==> src/rtl/medikit_pkg.sv <==
// medikit_pkg
//   Shared definitions for the medicine-kit digit bus: 7-segment digit codes
//   (abcdefg, MSB = a), keypad key codes, the keypad debounce state type and
//   small conversion helpers. The display and controller blocks use it too.
package medikit_pkg;

   localparam logic [6:0] SEG_0 = 7'b1111110;
   localparam logic [6:0] SEG_1 = 7'b0110000;
   localparam logic [6:0] SEG_2 = 7'b1101101;
   localparam logic [6:0] SEG_3 = 7'b1111001;
   localparam logic [6:0] SEG_4 = 7'b0110011;
   localparam logic [6:0] SEG_5 = 7'b1011011;
   localparam logic [6:0] SEG_6 = 7'b1011111;
   localparam logic [6:0] SEG_7 = 7'b1110000;
   localparam logic [6:0] SEG_8 = 7'b1111111;
   localparam logic [6:0] SEG_9 = 7'b1111011;

   // Key code = row*4 + col on the 4x4 matrix.
   localparam logic [3:0] KEY_STAR = 4'd12;
   localparam logic [3:0] KEY_ZERO = 4'd13;
   localparam logic [3:0] KEY_HASH = 4'd14;

   typedef enum logic [1:0] {
      KP_IDLE,
      KP_PRESSING,
      KP_HELD,
      KP_RELEASING
   } kp_state_t;

   // Digits are only ever 0..9; anything else falls back to the 0 pattern so
   // the all-dark code 0000000 can never reach the bus.
   function automatic logic [6:0] bcd_to_seg(input logic [3:0] d);
      case (d)
         4'd0:    bcd_to_seg = SEG_0;
         4'd1:    bcd_to_seg = SEG_1;
         4'd2:    bcd_to_seg = SEG_2;
         4'd3:    bcd_to_seg = SEG_3;
         4'd4:    bcd_to_seg = SEG_4;
         4'd5:    bcd_to_seg = SEG_5;
         4'd6:    bcd_to_seg = SEG_6;
         4'd7:    bcd_to_seg = SEG_7;
         4'd8:    bcd_to_seg = SEG_8;
         4'd9:    bcd_to_seg = SEG_9;
         default: bcd_to_seg = SEG_0;
      endcase
   endfunction

   function automatic logic key_is_digit(input logic [3:0] code);
      case (code)
         4'd3, 4'd7, 4'd11, 4'd15, KEY_STAR, KEY_HASH: key_is_digit = 1'b0;
         default:                                      key_is_digit = 1'b1;
      endcase
   endfunction

   // Numeric value of a digit key; only meaningful when key_is_digit().
   function automatic logic [3:0] key_to_digit(input logic [3:0] code);
      case (code)
         4'd0:     key_to_digit = 4'd1;
         4'd1:     key_to_digit = 4'd2;
         4'd2:     key_to_digit = 4'd3;
         4'd4:     key_to_digit = 4'd4;
         4'd5:     key_to_digit = 4'd5;
         4'd6:     key_to_digit = 4'd6;
         4'd8:     key_to_digit = 4'd7;
         4'd9:     key_to_digit = 4'd8;
         4'd10:    key_to_digit = 4'd9;
         KEY_ZERO: key_to_digit = 4'd0;
         default:  key_to_digit = 4'd0;
      endcase
   endfunction

endpackage

==> src/rtl/keypad_scan.sv <==
// keypad_scan
//   Drives the 4x4 matrix columns one at a time, assembles one scan frame per
//   column rotation and debounces the frame results.
//   Ports:
//     clkin, rst        clock, synchronous active-high reset
//     row_n[3:0]        matrix rows, active low
//     col_n[3:0]        column drive, one bit low at a time
//     accept            combinational strobe on the edge a press is accepted
//     accept_code[3:0]  code of the key being accepted (valid with accept)
//     key_valid         registered one-cycle pulse, cycle after accept
//     key_code[3:0]     last accepted key, held between pulses
module keypad_scan
   import medikit_pkg::*;
#(
   parameter int SCAN_CYCLES = 250,
   parameter int DEBOUNCE    = 4
) (
   input  logic       clkin,
   input  logic       rst,
   input  logic [3:0] row_n,
   output logic [3:0] col_n,
   output logic       accept,
   output logic [3:0] accept_code,
   output logic       key_valid,
   output logic [3:0] key_code
);

   localparam int SW = $clog2(SCAN_CYCLES);
   localparam int FW = $clog2(DEBOUNCE + 1);
   localparam logic [SW-1:0] SCAN_LAST = SW'(SCAN_CYCLES - 1);
   localparam logic [FW-1:0] DEB_LAST  = FW'(DEBOUNCE - 1);

   logic [SW-1:0] scan_cnt;
   logic [1:0]    col_idx;
   logic          slot_end;
   logic          frame_end;

   // Frame accumulator: number of low (row, col) points seen so far,
   // saturating at 2 (= "more than one"), and the code of the single hit.
   logic [1:0]    acc_hits;
   logic [3:0]    acc_code;
   logic [2:0]    slot_hits;
   logic [1:0]    slot_row;
   logic [2:0]    hit_sum;
   logic [1:0]    merged_hits;
   logic [3:0]    merged_code;
   logic          frame_key;

   kp_state_t     state, state_nxt;
   logic [FW-1:0] deb_cnt, deb_cnt_nxt;
   logic [3:0]    cand, cand_nxt;

   assign col_n     = ~(4'b0001 << col_idx);
   assign slot_end  = (scan_cnt == SCAN_LAST);
   assign frame_end = slot_end && (col_idx == 2'd3);

   // NOTE: every variable written in always_comb gets a default at the top;
   // a path that leaves one unassigned would infer a latch.
   always_comb begin
      slot_hits = '0;
      slot_row  = '0;
      for (int r = 0; r < 4; r++) begin
         if (!row_n[r]) begin
            slot_hits = slot_hits + 3'd1;
            slot_row  = 2'(r);
         end
      end
      hit_sum     = {1'b0, acc_hits} + slot_hits;
      merged_hits = (hit_sum >= 3'd2) ? 2'd2 : hit_sum[1:0];
      merged_code = (slot_hits == 3'd1) ? {slot_row, col_idx} : acc_code;
      frame_key   = (merged_hits == 2'd1);
   end

   // NOTE: clocked state uses non-blocking assignments so every register
   // samples pre-edge values regardless of statement order.
   always_ff @(posedge clkin) begin
      if (rst) begin
         scan_cnt <= '0;
         col_idx  <= '0;
         acc_hits <= '0;
         acc_code <= '0;
      end else if (slot_end) begin
         scan_cnt <= '0;
         col_idx  <= col_idx + 2'd1;
         if (frame_end) begin
            acc_hits <= '0;
            acc_code <= '0;
         end else begin
            acc_hits <= merged_hits;
            acc_code <= merged_code;
         end
      end else begin
         scan_cnt <= scan_cnt + SW'(1);
      end
   end

   // Debounce: the frame that first shows a key counts as frame 1.
   always_comb begin
      state_nxt   = state;
      deb_cnt_nxt = deb_cnt;
      cand_nxt    = cand;
      accept      = 1'b0;
      accept_code = cand;
      if (frame_end) begin
         case (state)
            KP_IDLE: begin
               if (frame_key) begin
                  state_nxt   = KP_PRESSING;
                  deb_cnt_nxt = FW'(1);
                  cand_nxt    = merged_code;
               end
            end
            KP_PRESSING: begin
               if (frame_key && (merged_code == cand)) begin
                  if (deb_cnt == DEB_LAST) begin
                     state_nxt   = KP_HELD;
                     deb_cnt_nxt = '0;
                     accept      = 1'b1;
                  end else begin
                     deb_cnt_nxt = deb_cnt + FW'(1);
                  end
               end else begin
                  state_nxt   = KP_IDLE;
                  deb_cnt_nxt = '0;
               end
            end
            KP_HELD: begin
               if (!frame_key) begin
                  state_nxt   = KP_RELEASING;
                  deb_cnt_nxt = FW'(1);
               end
            end
            KP_RELEASING: begin
               if (frame_key) begin
                  state_nxt   = KP_HELD;
                  deb_cnt_nxt = '0;
               end else if (deb_cnt == DEB_LAST) begin
                  state_nxt   = KP_IDLE;
                  deb_cnt_nxt = '0;
               end else begin
                  deb_cnt_nxt = deb_cnt + FW'(1);
               end
            end
            default: begin
               state_nxt   = KP_IDLE;
               deb_cnt_nxt = '0;
            end
         endcase
      end
   end

   always_ff @(posedge clkin) begin
      if (rst) begin
         state     <= KP_IDLE;
         deb_cnt   <= '0;
         cand      <= '0;
         key_valid <= 1'b0;
         key_code  <= '0;
      end else begin
         state     <= state_nxt;
         deb_cnt   <= deb_cnt_nxt;
         cand      <= cand_nxt;
         key_valid <= accept;
         if (accept) begin
            key_code <= accept_code;
         end
      end
   end

endmodule

==> src/rtl/keypad_time_source.sv <==
// keypad_time_source
//   Producer of the two-digit nums/numb 7-segment bus. In entry mode keys
//   shift digits in (value limited to 00..59, '*' clears); in run mode a
//   free-running 00..59 seconds count is shown instead.
//   Ports:
//     clkin, rst      clock, synchronous active-high reset
//     row_n[3:0]      keypad rows, active low
//     col_n[3:0]      keypad column drive, one bit low at a time
//     run             0 = entry mode, 1 = seconds-count mode
//     nums[6:0]       tens digit, 7-seg abcdefg
//     numb[6:0]       units digit, 7-seg abcdefg
//     key_valid       one-cycle pulse per accepted press
//     key_code[3:0]   last accepted key code
module keypad_time_source
   import medikit_pkg::*;
#(
   parameter int CLK_HZ      = 1000,
   parameter int SCAN_CYCLES = 250,
   parameter int DEBOUNCE    = 4
) (
   input  logic       clkin,
   input  logic       rst,
   input  logic [3:0] row_n,
   output logic [3:0] col_n,
   input  logic       run,
   output logic [6:0] nums,
   output logic [6:0] numb,
   output logic       key_valid,
   output logic [3:0] key_code
);

   localparam int DW = $clog2(CLK_HZ);
   localparam logic [DW-1:0] DIV_LAST = DW'(CLK_HZ - 1);

   logic          accept;
   logic [3:0]    accept_code;
   logic          run_q;
   logic          run_rise;
   logic          run_fall;
   logic [DW-1:0] div_cnt, div_nxt;
   logic [3:0]    tens, units, tens_nxt, units_nxt;
   logic [3:0]    key_digit;
   logic [6:0]    candidate;

   keypad_scan #(
      .SCAN_CYCLES (SCAN_CYCLES),
      .DEBOUNCE    (DEBOUNCE)
   ) u_scan (
      .clkin       (clkin),
      .rst         (rst),
      .row_n       (row_n),
      .col_n       (col_n),
      .accept      (accept),
      .accept_code (accept_code),
      .key_valid   (key_valid),
      .key_code    (key_code)
   );

   assign run_rise  = run & ~run_q;
   assign run_fall  = ~run & run_q;
   assign key_digit = key_to_digit(accept_code);
   assign candidate = 7'(units) * 7'd10 + 7'(key_digit);

   // Next digit values are computed here and both the BCD and the 7-seg
   // registers load from them, so a key shows on the bus in the same cycle
   // key_valid rises. Priority: run edge, then counting, then key entry.
   always_comb begin
      tens_nxt  = tens;
      units_nxt = units;
      div_nxt   = '0;
      if (run_rise || run_fall) begin
         tens_nxt  = '0;
         units_nxt = '0;
      end else if (run) begin
         if (div_cnt == DIV_LAST) begin
            if (units == 4'd9) begin
               units_nxt = '0;
               tens_nxt  = (tens == 4'd5) ? 4'd0 : tens + 4'd1;
            end else begin
               units_nxt = units + 4'd1;
            end
         end else begin
            div_nxt = div_cnt + DW'(1);
         end
      end else if (accept) begin
         if (accept_code == KEY_STAR) begin
            tens_nxt  = '0;
            units_nxt = '0;
         end else if (key_is_digit(accept_code) && (candidate <= 7'd59)) begin
            tens_nxt  = units;
            units_nxt = key_digit;
         end
      end
   end

   always_ff @(posedge clkin) begin
      if (rst) begin
         run_q   <= 1'b0;
         div_cnt <= '0;
         tens    <= '0;
         units   <= '0;
         nums    <= SEG_0;
         numb    <= SEG_0;
      end else begin
         run_q   <= run;
         div_cnt <= div_nxt;
         tens    <= tens_nxt;
         units   <= units_nxt;
         nums    <= bcd_to_seg(tens_nxt);
         numb    <= bcd_to_seg(units_nxt);
      end
   end

endmodule

==> config.mk <==
export PLATFORM = sky130hd
export DESIGN_NAME = keypad_time_source
export DESIGN_NICKNAME = d
export VERILOG_FILES = /design/src/rtl/medikit_pkg.sv /design/src/rtl/keypad_scan.sv /design/src/rtl/keypad_time_source.sv
export SDC_FILE = /design/constraint.sdc
export NUM_CORES = 1
export LEC_CHECK = 0
export BUFFER_PORTS_ARGS = -buffer_cell sky130_fd_sc_hd__clkbuf_2
export CAP_MARGIN = 5
export CORE_MARGIN = 10
export CORE_UTILIZATION = 39
export CTS_BUF_LIST = sky130_fd_sc_hd__clkbuf_8
export CTS_CLUSTER_DIAMETER = 200
export DETAILED_ROUTE_END_ITERATION = 6
export GPL_TIMING_DRIVEN = 0
export SLEW_MARGIN = 20
export SYNTH_ARGS = -nofsm -noshare
export SYNTH_HDL_FRONTEND = slang
export SYNTH_SLANG_ARGS = --single-unit
==> constraint.sdc <==
create_clock -name clkin -period 4.3 [get_ports clkin]
set_input_delay 0.215 -clock clkin [delete_from_list [all_inputs] [get_ports clkin]]
set_output_delay 0.215 -clock clkin [all_outputs]
set_load 0.01 [all_outputs]
== After elaboration in Yosys (flattened, before gate mapping) ==
Memories as Yosys holds them, arrays and structs flattened. A register that Yosys moved wholly into a read port is not among the register bits.
Index checks and enable logic that the tools add are counted.
Storage, ports and cells
  register bits: 49
  bits in read-only memories: 288
  input port bits: 7
  memories kept: 3
Memories
  (no name shown): words 16, width 7, read ports 1, clocked after memory_dff 1, wr ports 0, line medikit_pkg.sv:33  | case (d)
  (no name shown): words 16, width 7, read ports 1, clocked after memory_dff 1, wr ports 0, line medikit_pkg.sv:33
  (no name shown): words 16, width 4, read ports 1, clocked after memory_dff 1, wr ports 0, line medikit_pkg.sv:57  | case (code)
Cells by class
  add/sub/neg operators: 11
  multipliers: 1
  order comparisons: 2
  eq/ne operators: 22
  shifts and indexed selects: 1
  muxes and demuxes: 50
  bitwise operators: 5
  reduce and logical (&&, ||, !) cells: 11
Operators with widths (number)
  $mux 4: 19
  $mux 3: 8
  $eq 4x4->1 const B: 5
  $mux 2: 10
  $pmux 3 s4: 1
  $mux 1: 11
  $add 10x1->10 const B: 1
  $eq 10x10->1 const B: 1
  $add 3x1->3 const B: 3
  $add 4x1->4 const B: 2
  $add 8x1->8 const B: 1
  $eq 4x3->1 const B: 2
  $eq 8x8->1 const B: 1
  $pmux 2 s4: 1
  $add 7x4->7: 1
  $le 7x6->1 const B: 1
  $eq 2x2->1 const B: 3
  $mul 4x3->6 const B: 1
  $reduce_and 3->1: 2
  $reduce_or 6->1: 1
  $reduce_and 5->1: 1
  $eq 2x1->1 const B: 2
  $eq 4x2->1 const B: 1
  $eq 4x4->1: 1
  19 further kinds: 23

== Longest topological paths before layout ==
  depth in word-level cells: 24
  depth in mapped cells: 22
  gate-level depth less buffers: 21

== Cells and area by module ==
Synthesis repeated with hierarchy kept, for this count alone.
Unflattened totals
  cells, all modules: 494
  area, all modules: 4325.4 um^2
By module, submodules not included
  keypad_time_source: times used 1, cells each 255, area an instance 2210.9 um^2, seq. area each 660.6 um^2
  keypad_scan: times used 1, cells each 239, area an instance 2114.5 um^2, seq. area each 600.6 um^2

== Worst setup path before layout ==
No wires, ideal clock.
  kind: input-to-reg
  from: in row_n[0]
  to: reg nums[5]
  arrival: 4.542 ns
  data required time: 4.166 ns
  slack: -0.376 ns
  stages: 19
  buffers on the path: 2
  path through: inv_1 > ha_1 > buf_2 > xor2_4 > inv_1 > ha_1 > nor2b_1 > a31oi_4 > inv_2 > fa_1 > xnor3_1 > nor4b_1 > o21a_1 > and4_4 > buf_2 > a21oi_1 > o22ai_1 > ha_1 > or4_1
Between the ends
  cells in the longest elaborated chain, start to end: 18
  elaborated cells on any way between the ends: 21
Ends and longest elaborated chain
  start, declared: line keypad_time_source.sv:23  | input logic [3:0] row_n,
  $mux 1 *: line keypad_scan.sv:63  | if (!row_n[r]) begin
  $add 1x1->2: line keypad_scan.sv:64  | slot_hits = slot_hits + 3'd1;
  $mux 3 *: line keypad_scan.sv:63
  $add 3x1->3: line keypad_scan.sv:64
  $mux 3 *: line keypad_scan.sv:63
  $add 3x1->3: line keypad_scan.sv:64
  $mux 3 *: line keypad_scan.sv:63
  $add 2x3->3: line keypad_scan.sv:68  | hit_sum = {1'b0, acc_hits} + slot_hits;
  (+2 left out)
  $eq 2x1->1: line keypad_scan.sv:71  | frame_key = (merged_hits == 2'd1);
  $logic_and 1x1->1 *: line keypad_scan.sv:114  | if (frame_key && (merged_code == cand)) begin
  $mux 1 *: line keypad_scan.sv:114
  $mux 1 *: line keypad_scan.sv:105  | case (state)
  $mux 1 *: line keypad_scan.sv:104  | if (frame_end) begin
  $mux 4 *: line keypad_time_source.sv:85  | end else if (accept) begin
  $mux 4 *: line keypad_time_source.sv:74  | end else if (run) begin
  $mux 4 *: line keypad_time_source.sv:71  | if (run_rise || run_fall) begin
  end, declared: line keypad_time_source.sv:26  | output logic [6:0] nums,
Mark *: on every way between the ends. The rest lies on a longest branch, timed or not.
A chain may end at the register's enable or synchronous reset.

== Worst setup path after layout ==
  from: in row_n[1]
  to: reg numb[0]
Between the ends
  cells in the longest elaborated chain, start to end: 16
  elaborated cells on any way between the ends: 22
Ends and longest elaborated chain
  $mux 3: line keypad_scan.sv:63
  $add 3x1->3: line keypad_scan.sv:64
  $mux 3: line keypad_scan.sv:63
  $add 3x1->3: line keypad_scan.sv:64
  $mux 3: line keypad_scan.sv:63
  $add 2x3->3: line keypad_scan.sv:68
  $ge 3x2->1: line keypad_scan.sv:69  | merged_hits = (hit_sum >= 3'd2) ? 2'd2 : hit_sum[1:0];
  $mux 2: line keypad_scan.sv:69
  $eq 2x1->1: line keypad_scan.sv:71
  $logic_and 1x1->1 *: line keypad_scan.sv:114
  $mux 1 *: line keypad_scan.sv:114
  $mux 1 *: line keypad_scan.sv:105
  $mux 1 *: line keypad_scan.sv:104
  $mux 4 *: line keypad_time_source.sv:85
  $mux 4 *: line keypad_time_source.sv:74
  $mux 4 *: line keypad_time_source.sv:71
  via units_nxt[0]: line keypad_time_source.sv:41  | logic [3:0] tens, units, tens_nxt, units_nxt;
  end, declared: line keypad_time_source.sv:27  | output logic [6:0] numb,
The timed path passes the listed nets; every way through them passes the cells marked *.

==> impl_metrics.yaml <==
critical_path:
  crit_required_ns: 4.54
  end_kind: "register"
  r2r_start: "units[3]$_SDFF_PP0_"
  critical_path.max_stage_delay_ns: 0.34
  cp.buffers_inverters: 7
  critPathMaxFanout: 6
  slowest_stage: "fa_2"
  worstSetupPathType: "in -> reg"
  cp_cell_sequence: "clkbuf_2 > inv_1 > ha_1 > buf_6 > xor2_4 > inv_2 > ha_4 > nor2b_2 > a31oi_4 > inv_4 > fa_2 > xnor3_2 > nor4b_4 > o21a_1 > and4_4 > and3_4 > a22oi_1 > a22o_2 > inv_2 > ha_1 > inv_1 > and3_1 > a221o_1"
  path_delay_family: "simple AND/OR/NAND/NOR gates"
  timing.critical_path.from: "row_n[1]"
  cp_data_arrival_time_ns: 4.40
  start_kind: "primary input"
pwr:
  p_per_area_nw_per_um2: 284.3
  ir_drop_uv: 154.7
  p_sw_share_pct: 26.62
  internal-power_w: 0.0009895
  p_comb_share_pct: 13.3
  cellLeakagePower_nw: 1.902
  power_frac_clock_pct: 39.5
  p_sw_w: 0.0003590
  seqPwrFrac_pct: 47.2
logic_synthesis:
  synthMuxAreaShare_pct: 2.304
  synth_seq_area_share_pct: 33.37
  synth_edf_count: 0
  synthAdderAreaFrac_pct: 12.39
  ys_seq_elements: 67
  async_flop_share_pct: 0
  synth_cell_types: 72
  yosysTopAreaCell: "dfxtp_1"
  synth-simple-area-share_pct: 23.60
  synth_area_leaders: "dfxtp_1 (33%), ha_1 (11%), nor2_1 (5.7%)"
  synth_top_area_share_pct: 33.37
  netlist_area_um2: 4019
  synth-xor-area-share_pct: 5.573
  postSynthCellCount: 467
  synth_compound_area_share_pct: 18.06
  synth_top_family_by_area: "simple AND/OR/NAND/NOR gates"
  synth_most_common_cell: "dfxtp_1"
  synth_area_per_cell_um2: 8.606
  ys_warn_count: 0
  synthFlopType: "dfxtp_1"
  synth_nets: 512
  yosys-top-cells-count: "dfxtp_1 (67), nor2_1 (61), ha_1 (35)"
routing:
  postRouteAntennaNets: 0
  drtIter0Drc: 207
  met1Wirelength_mm: 4.315
  routed_wl_mm: 9.287
  met2_length_mm: 4.497
  wl_met3_um: 308
  vias_per_cell: 5.256
  top_layer_used: "met4"
  wl_per_cell_um: 14.16
  vias: 3448
  drcViolationCount: 0
  dr.pass1.iters: 4
clocking:
  cts.sinks: 67
  clkLatencyLatePin_ns: 0.35
  numCtsBuffers: 9
  htree_levels: 3
  cts_hold_buf: 0
  cts_tree: "done"
  cts_buffer_depth: 2
  cts.clk_slew.worst_paths_ns: 0.07
  cts_root_buf: "clkbuf_8"
outcome:
  status: "complete, no violations"
sta:
  min_period_ns: 4.156
  clock_skew_ns: 0.008894
  post-route-period-util_pct: 96.65
  maxSlewViolCount: 0
  finalSetupTns_ns: 0
  fmax_mhz: 240.6
  setup_viol: 0
  hold_viol: 0
  worstMarginPinSlew_ns: 0.8376
  slew_headroom_pct: 44.16
final_layout:
  design_area_um2: 4743
  num_antenna_cells: 0
  synthToLayoutAreaGrowth_pct: 18.03
  nFillCells: 989
  drive_gt1_share_pct: 18.55
  seq_area_um2: 1343
  nets: 563
  multi_input_area_um2: 2591
floorplanning:
  die_area_um2: 14760
  fp-row-count: 36
  die_y_um: 121.5
  coreArea_um2: 9910
  io_pins: 30
  start_util_pct: 40.56
  die_w_um: 121.5
placed_design:
  routabilityCongestion: 0.8396
  place_area_um2: 4353
  io_buffers: 28
  hpwl_mm: 6.799
global_route:
  grt_usage_pct: 12.82
  antenna_found_initial: 0
  grt_pass1_vias: 3269
  grt_max_degree: 13
  grt_overflow_total: 0
  grt_pass1_wl_mm: 15.53
flow_run:
  cap_violations: 0
worst_hold_path:
  hp-class: "in -> reg"
  hold_start: "run"
[logic make-up (layout without fill, tap and decap cells)]
kind of cell	count (synthesis)	after routing
fa+ha+maj	38	38
xor+xnor	21	21
simple gates	183	183
flops	67	67
buf+inv	47	103
mux	9	9
compound gates	102	102
[state kept, by name, indices dropped and copies added (netlist names)]
name / flops
nums: 7
run_q: 1
u_scan.deb_cnt: 3
div_cnt: 10
u_scan.acc_hits: 2
tens: 4
key_digit: 4
u_scan.scan_cnt: 8
units: 4
u_scan.key_code: 4
u_scan.state: 2
numb: 7
u_scan.acc_code: 4
u_scan.accept_code: 4
u_scan.key_valid: 1
u_scan.col_idx: 2
[final timing paths]
kind	to	slack (ns)	depth (start not counted)
setup / recovery	numb[0]$_SDFF_PP0_	0.14	23
hold / removal	run_q$_SDFF_PP0_	0.29	2
setup reg to reg	numb[1]$_SDFF_PP1_	0.33	12
hold reg to reg	u_scan.deb_cnt[2]$_SDFFE_PP0P_	0.46	2
[metal layers]
layer | vias to the layer above | track usage, %
met5 | - | 0
met4 | 0 | 4.471
met3 | 11 | 3.630
met2 | 33 | 21.28
met1 | 1642 | 15.52
li1 | 1762 | -
[power groups by stage]
stage | logic [W] | registers, W | clock network (W)
after floorplan | 0.000115 | 0.000651 | 0
after global placement | 0.000150 | 0.000650 | 0
after detailed placement | 0.000151 | 0.000651 | 0
after CTS | 0.000158 | 0.000636 | 0.000549
after global routing | 0.000196 | 0.000637 | 0.000577
final | 0.000179 | 0.000636 | 0.000533
[repair_timing]
item                                    in CTS  in global routing
pin swaps                                    2                  9
endpoints found under the setup margin       9                 17
resized for setup                            4                 17
buffers inserted                             2                 11
[final cells by class]
| type | instances | share of cell area [%] |
|---|---|---|
| Clock inverter | 6 | 1.345 |
| Sequential cell | 67 | 28.30 |
| Multi-Input combinational cell | 353 | 54.63 |
| Tap cell | 133 | 3.508 |
| Buffer | 15 | 1.794 |
| Timing Repair Buffer | 41 | 5.012 |
| Inverter | 31 | 2.506 |
| Clock buffer | 10 | 2.902 |
[through the flow]
step	total power [W]	worst slack [ns]	instances	utilization (%)	hold slack (ns)
2_1_floorplan	0.0007656	0.006455	467	-	0.3062
3_3_place_gp	0.0008001	-0.5251	628	43.93	0.4405
3_5_place_dp	0.0008017	-0.5835	628	43.93	0.4475
4_1_cts	0.001343	0.0003952	645	46.28	0.2614
5_1_grt	0.001410	-0.03558	656	47.87	0.2867
6_report	0.001348	0.1439	656	47.87	0.2869
[placed cells by master, fill, tap and decap left out, types with 3 or more instances in the layout]
cell type  count
nor3_1        15
buf_4         13
dfxtp_1       66
a211oi_1       6
nor2b_1        7
nand2_1       25
inv_2          3
clkbuf_2      28
xor2_1         8
inv_1         26
a32oi_1        4
clkbuf_8      10
or2_2          3
a31oi_1        3
a21oi_1       28
or3_1          9
mux2i_1        7
o21ai_0       17
ha_1          34
nand4_1        5
a221o_1        5
a21boi_0       3
or4_1          3
and3_1        12
nor2_1        60
nand3_1       15
clkbuf_1      10
nand2b_1       9
xnor2_1       10
a21o_1         5
No activity file was read; power rests on OpenSTA's default activity.
